[src/rtl/cpu_types_pkg.sv]
// Shared types for the memory subsystem: machine word and RAM arbiter states.
package cpu_types_pkg;

   // One machine word / word address.
   typedef logic [31:0] word_t;

   // RAM arbiter ownership states: nobody, the data bus, or one icache.
   typedef enum logic [1:0] {
      IDLE   = 2'd0,
      DGRANT = 2'd1,
      IGRANT = 2'd2
   } arb_state_t;

   // Default number of completed data words an icache may wait behind.
   localparam int DEF_STARVE_LIMIT = 4;

endpackage

[src/rtl/rr_pick2.sv]
// Two-way round-robin picker: chooses between two requesters, favouring rr on a tie.
module rr_pick2 (
   input  logic [1:0] req,
   input  logic       rr,
   output logic       grant,
   output logic       valid
);

   // Tie goes to the favoured index; otherwise the lone requester wins.
   always_comb begin
      valid = |req;
      if (req == 2'b11) begin
         grant = rr;
      end else begin
         grant = req[1];
      end
   end

endmodule

[src/rtl/ram_arbiter.sv]
// Shares the single RAM port between the data-bus controller and two icaches.
// Data has priority, icaches alternate, and a starvation counter forces an
// icache grant after STARVE_LIMIT data words unless the data bus holds dlock.
//
// Handshake: a requester raises its REN/WEN and holds address/data stable;
// its wait output stays 1 and drops to 0 for exactly the one cycle in which
// the RAM completes the word (ramwait=0). Dropping the request before that
// cycle abandons the access and returns the arbiter to IDLE.
module ram_arbiter
   import cpu_types_pkg::*;
#(
   parameter int CPUS         = 2,
   parameter int STARVE_LIMIT = DEF_STARVE_LIMIT
) (
   input  logic                               CLK,
   input  logic                               RST,
   // icache side
   input  logic  [CPUS-1:0]                   iREN,
   input  word_t [CPUS-1:0]                   iaddr,
   output logic  [CPUS-1:0]                   iwait,
   output word_t [CPUS-1:0]                   iload,
   // data-bus side
   input  logic                               dREN,
   input  logic                               dWEN,
   input  logic                               dlock,
   input  word_t                              daddr,
   input  word_t                              dstore,
   output logic                               dwait,
   output word_t                              dload,
   // RAM side
   output logic                               ramREN,
   output logic                               ramWEN,
   output word_t                              ramaddr,
   output word_t                              ramstore,
   input  word_t                              ramload,
   input  logic                               ramwait,
   // observability
   output arb_state_t                         dbg_state,
   output logic [$clog2(STARVE_LIMIT+1)-1:0]  dbg_starve
);

   localparam int SW = $clog2(STARVE_LIMIT + 1);
   localparam logic [SW-1:0] STARVE_MAX = SW'(STARVE_LIMIT);

   arb_state_t    state, state_nxt;
   logic          ipick, ipick_nxt;
   logic          rr, rr_nxt;
   logic [SW-1:0] starve, starve_nxt;

   logic d_req, i_req;
   logic d_done, i_done;
   logic pick_idx, pick_valid;
   logic arb_go;

   assign dbg_state  = state;
   assign dbg_starve = starve;

   // Word completion detection and next values of the fairness counters.
   always_comb begin
      d_req      = dREN | dWEN;
      i_req      = iREN[ipick];
      d_done     = (state == DGRANT) && d_req && !ramwait;
      i_done     = (state == IGRANT) && i_req && !ramwait;
      rr_nxt     = rr;
      starve_nxt = starve;
      if (d_done) begin
         if (|iREN) begin
            starve_nxt = (starve == STARVE_MAX) ? starve : starve + SW'(1);
         end else begin
            starve_nxt = '0;
         end
      end else if (i_done) begin
         rr_nxt     = !ipick;
         starve_nxt = '0;
      end
   end

   // Icache choice uses the post-completion favour bit so alternation holds back-to-back.
   rr_pick2 u_pick (
      .req   (iREN[1:0]),
      .rr    (rr_nxt),
      .grant (pick_idx),
      .valid (pick_valid)
   );

   // Port muxing, wait/load routing and next-state arbitration.
   always_comb begin
      iwait     = '1;
      iload     = '0;
      dwait     = 1'b1;
      dload     = '0;
      ramREN    = 1'b0;
      ramWEN    = 1'b0;
      ramaddr   = '0;
      ramstore  = '0;
      state_nxt = state;
      ipick_nxt = ipick;
      arb_go    = 1'b0;

      if (!RST) begin
         unique case (state)
            IDLE: begin
               arb_go = 1'b1;
            end
            DGRANT: begin
               if (d_req) begin
                  ramaddr  = daddr;
                  ramstore = dstore;
                  ramWEN   = dWEN;
                  ramREN   = dREN & ~dWEN;   // a simultaneous write wins
                  dwait    = ramwait;
                  if (dREN) begin
                     dload = ramload;
                  end
                  arb_go = !ramwait;
               end else begin
                  // Owner withdrew: abandon the access, counters untouched.
                  state_nxt = IDLE;
               end
            end
            IGRANT: begin
               if (i_req) begin
                  ramREN       = 1'b1;
                  ramaddr      = iaddr[ipick];
                  iwait[ipick] = ramwait;
                  iload[ipick] = ramload;
                  arb_go       = !ramwait;
               end else begin
                  state_nxt = IDLE;
               end
            end
            default: begin
               state_nxt = IDLE;
            end
         endcase

         if (arb_go) begin
            if ((state == DGRANT) && dlock) begin
               state_nxt = DGRANT;
            end else if (pick_valid && (starve_nxt == STARVE_MAX)) begin
               state_nxt = IGRANT;
               ipick_nxt = pick_idx;
            end else if (d_req) begin
               state_nxt = DGRANT;
            end else if (pick_valid) begin
               state_nxt = IGRANT;
               ipick_nxt = pick_idx;
            end else begin
               state_nxt = IDLE;
            end
         end
      end
   end

   // State and fairness registers.
   always_ff @(posedge CLK) begin
      if (RST) begin
         state  <= IDLE;
         ipick  <= 1'b0;
         rr     <= 1'b0;
         starve <= '0;
      end else begin
         state  <= state_nxt;
         ipick  <= ipick_nxt;
         rr     <= rr_nxt;
         starve <= starve_nxt;
      end
   end

endmodule

[config.mk]
export PLATFORM = sky130hd
export DESIGN_NAME = ram_arbiter
export DESIGN_NICKNAME = d
export VERILOG_FILES = /design/src/rtl/cpu_types_pkg.sv /design/src/rtl/rr_pick2.sv /design/src/rtl/ram_arbiter.sv
export SDC_FILE = /design/constraint.sdc
export NUM_CORES = 1
export LEC_CHECK = 0
export CAP_MARGIN = 15
export CORE_AREA = 2 2 130 132
export DETAILED_ROUTE_END_ITERATION = 8
export DIE_AREA = 0 0 132 134
export HOLD_SLACK_MARGIN = 0.15
export PLACE_DENSITY = 0.54
export SLEW_MARGIN = 20
export SYNTH_ARGS = -nofsm -noshare
export SYNTH_HDL_FRONTEND = slang
export SYNTH_SLANG_ARGS = --single-unit
[constraint.sdc]
create_clock -name CLK -period 2.9 [get_ports CLK]
set_input_delay 0.725 -clock CLK [delete_from_list [all_inputs] [get_ports CLK]]
set_output_delay 0.725 -clock CLK [all_outputs]
set_load 0.005 [all_outputs]
==> out/qor.log <==
INFO  yosys          synth.top_cell.area_share=35.8%
INFO  placement      placement_stage_cell_area=0.00604sqmm
INFO  cells_and_area area_growth_syn_to_layout=182%
INFO  yosys          postSynth.asyncResetShare=0%
INFO  worst_setup_path req_time_crit_path=2170ps
INFO  worst_setup_path critPathKind=in2out
INFO  route          number_of_nets_with_antenna_violations_after_detailed_routing=0
INFO  clock_tree     ctsLongestPathBuffers=2
INFO  clock_tree     cts_htree_levels=1
INFO  yosys          synth.most_common_cell=sky130_fd_sc_hd__and2_1
INFO  yosys          synth.yosys.warnings=0
INFO  worst_setup_path timing.critical_path.max_delay_family=buffers and inverters
INFO  power          peak_ir_drop_on_the_vdd_network=0.130mV
INFO  hold_path      worst_hold_path_type=reg2reg
INFO  worst_setup_path cpPeakStageDelay=450ps
INFO  worst_setup_path timing.critical_path.buf_inv=2
INFO  global_routing grt_first_pass_wirelength=21.1mm
INFO  route          via_count=3672
INFO  worst_setup_path crit_cells=5
INFO  route          wl_per_instance=16.2um
INFO  clock_tree     clkLatencyLatePin=230ps
INFO  timing         worst_pin_slew=306ps
INFO  floorplan      floorplan.die_area=0.0177sqmm
INFO  power          power.density=159mW/mm^2
INFO  run_status     outcome=finished clean
INFO  timing         timing.final.max_slew_violations=0
INFO  placement      gp_congestion=0.847
INFO  route          wl=14.5mm
INFO  route          first_pass_iters=5
INFO  floorplan      placeableCoreArea=0.0163sqmm
INFO  power          seq_power_share=10.8%
INFO  global_routing largest_net_degree_at_the_start_of_global_routing=37
INFO  power          p_sw_share=29.1%
INFO  global_routing globalRoute.totalOverflow=0
INFO  power          static-leakage-power=2.46nW
INFO  cells_and_area layout.cells.non_filler=896
INFO  yosys          synth_top_cell_by_area=sky130_fd_sc_hd__and2_1
INFO  cells_and_area antenna_cells_inserted=0
INFO  hold_path      whs_path_depth=2
INFO  yosys          synth_cells=329
INFO  timing         final_worst_path_period_share=98.0%
INFO  worst_setup_path critPathLaunchType=primary input
INFO  yosys          mean_area_per_synthesized_cell=6.86squm
INFO  clock_tree     worst_setup_hold_path_clk_slew=40ps
INFO  yosys          unique_cell_type_count_in_the_yosys_netlist=37
INFO  global_routing grt_use_total=14.9%
INFO  clock_tree     clock_tree.root_cell=sky130_fd_sc_hd__clkbuf_16
INFO  clock_tree     cts_hold_buffers=0
INFO  cells_and_area finalNetCount=851
INFO  route          drt-vias-per-instance=4.10
INFO  yosys          ys_seq_elements=7
INFO  global_routing antenna_found_initial=0
INFO  clock_tree     cts_tree=done
INFO  worst_setup_path crit_top_cell=sky130_fd_sc_hd__clkdlybuf4s50_1
INFO  floorplan      start_util=13.9%
INFO  timing         worst_clock_skew=0.970ps
INFO  yosys          edff_count_synth=0
INFO  yosys          netlist_area=0.00226sqmm
INFO  global_routing grt_pass1_vias=3717
INFO  timing         relSlewSlack=79.4%
INFO  clock_tree     cts_inserted_buffers=3
INFO  worst_setup_path timing.critical_path.cells=clkdlybuf4s50_1 > mux2_2 > a22oi_2 > nor2_2 > clkdlybuf4s50_1
INFO  floorplan      die_h=134um
INFO  timing         setup-tns-final=0ps
INFO  flow_run       max_cap_viols=0
INFO  placement      detailed_place_hpwl=11.0mm
INFO  yosys          synthesis.nets=503
INFO  cells_and_area drive_above_1_share=14.8%
INFO  worst_setup_path timing.reg2reg.worst_path_depth=10
INFO  placement      portBuffers=337
INFO  floorplan      io_pins=338
INFO  power          share_clk_of_total_power=23.1%
INFO  clock_tree     clkSinkCount=7
INFO  worst_setup_path worstPathMaxFanout=1
INFO  route          remaining_drc_errors=0
INFO  power          p_int=0.000720W
INFO  yosys          ys.flop_type=sky130_fd_sc_hd__dfxtp_1
INFO  cells_and_area fin_area=0.00637sqmm
INFO  floorplan      dieWidth=132um
INFO  yosys          synth_top_cells_by_area=sky130_fd_sc_hd__and2_1 36%, sky130_fd_sc_hd__mux2_2 16%, sky130_fd_sc_hd__a22oi_1 11%
INFO  power          comb_power_share=66.1%
INFO  route          detailedRoute.firstIterationViolations=110
INFO  placement      placed_cells=879
INFO  worst_setup_path cp_data_arrival_time=2120ps
INFO  worst_setup_path crit_slowest_cell=sky130_fd_sc_hd__clkdlybuf4s50_1
INFO  floorplan      placement_rows=47
INFO  cells_and_area final_util=39.1%
INFO  power          power.switching=0.000295W
INFO  timing         timing.final.crit_period=2840ps
INFO  worst_setup_path type_of_destination_of_the_critical_path=output port
INFO  timing         hold_viol=0
INFO  yosys          ys_seq_area_share=6.21%
INFO  timing         achievable-frequency=0.352GHz
INFO  yosys          synth_top_cells_by_count=129 x sky130_fd_sc_hd__and2_1, 40 x sky130_fd_sc_hd__nor2_1, 33 x sky130_fd_sc_hd__mux2_2
INFO  power          power.total=0.00102W
INFO  timing         final_setup_violation_count=0
==> placed cells by master (no fill, tap or decap), types with 2 or more instances in the layout <==
master                            instances
sky130_fd_sc_hd__buf_6                    3
sky130_fd_sc_hd__mux2i_1                  3
sky130_fd_sc_hd__nand2b_1                 2
sky130_fd_sc_hd__a31oi_1                  3
sky130_fd_sc_hd__dlymetal6s2s_1           5
sky130_fd_sc_hd__buf_16                   2
sky130_fd_sc_hd__inv_1                    6
sky130_fd_sc_hd__a22oi_2                  5
sky130_fd_sc_hd__nand2_1                  7
sky130_fd_sc_hd__clkbuf_16                4
sky130_fd_sc_hd__mux2_2                  33
sky130_fd_sc_hd__o21bai_1                 2
sky130_fd_sc_hd__o21ai_0                  2
sky130_fd_sc_hd__nor2_1                  35
sky130_fd_sc_hd__o311ai_0                 2
sky130_fd_sc_hd__a22oi_1                 27
sky130_fd_sc_hd__and2_1                 129
sky130_fd_sc_hd__dfxtp_2                  3
sky130_fd_sc_hd__dlygate4sd2_1           12
sky130_fd_sc_hd__dfxtp_1                  4
sky130_fd_sc_hd__clkdlybuf4s50_1        315
sky130_fd_sc_hd__ha_1                     4
sky130_fd_sc_hd__buf_12                   8
sky130_fd_sc_hd__a21oi_1                  3
sky130_fd_sc_hd__nor2_2                   5
sky130_fd_sc_hd__buf_4                   20
sky130_fd_sc_hd__buf_2                    3
==> sequential cells by signal (all words and copies together), names as in the netlist <==
signal      flops
dbg_starve      3
dbg_state       2
ipick           1
rr              1
==> stage by stage <==
stage	hold WS [ps]	setup slack, ps
detailed placement	485	-428
global route	541	-4.79
CTS	498	0.00688
finish	497	59.1
floorplan	456	552
global placement	472	-375
==> layout make-up <==
cell class | count | area [sq um]
fillers | 1657 | 9920
repair buffers | 371 | 3770
multi-input cells | 286 | 2070
well taps | 220 | 275
flip-flops and latches | 7 | 144
clock buffers | 4 | 78.8
inverters | 8 | 32.5
==> routing by layer <==
layer | up-vias | track usage (%) | part of all wire [%]
li1 | 1814 | - | -
met1 | 1661 | 16.3 | 37
met2 | 187 | 29.4 | 54
met3 | 10 | 4.08 | 7.9
met4 | 0 | 1.63 | 0.80
met5 | - | 0 | 0
==> path summary, 6_finish.rpt <==
kind	from	end	slack, ps
worst min register to register	rr$_SDFF_PP0_	rr$_SDFF_PP0_	500
worst max-delay path	iaddr[34]	ramaddr[2]	60
worst max register to register	dbg_state[1]$_SDFFE_PP0P_	ipick$_SDFFE_PP0P_	510
worst min-delay path	rr$_SDFF_PP0_	rr$_SDFF_PP0_	500
==> power groups by stage <==
stage | clock network (W) | registers, W | logic, W
3_5_place_dp | 0 | 0.000110 | 0.000627
5_1_grt | 0.000245 | 0.000111 | 0.000720
6_report | 0.000234 | 0.000110 | 0.000671
4_1_cts | 0.000241 | 0.000109 | 0.000672
3_3_place_gp | 0 | 0.000110 | 0.000624
2_1_floorplan | 0 | 0.000108 | 0.000195
==> tightest hold or removal path, cell delays in order, from the launching register on <==
cell	delay, ps
sky130_fd_sc_hd__dfxtp_1	300
sky130_fd_sc_hd__mux2i_1	70
sky130_fd_sc_hd__nor2_1	80
==> kinds of logic after synthesis <==
kind of cell / Yosys count / share of synthesized area (%)
DFF: 7 / 6.21
buffers and inverters: 36 / 6.32
muxes: 37 / 18.8
and+or+nand+nor: 190 / 47.9
adders and majority gates: 6 / 3.33
AOI/OAI and AO/OA: 53 / 17.4
==> what timing repair did <==
item,4_1_cts,5_1_grt
pin swaps,3,1
endpoints found under the setup margin,165,107
gates resized for setup,58,18
hold endpoints to repair,0,0
setup buffers,5,2
cloned,5,1
(Power assumes the default switching activity.)
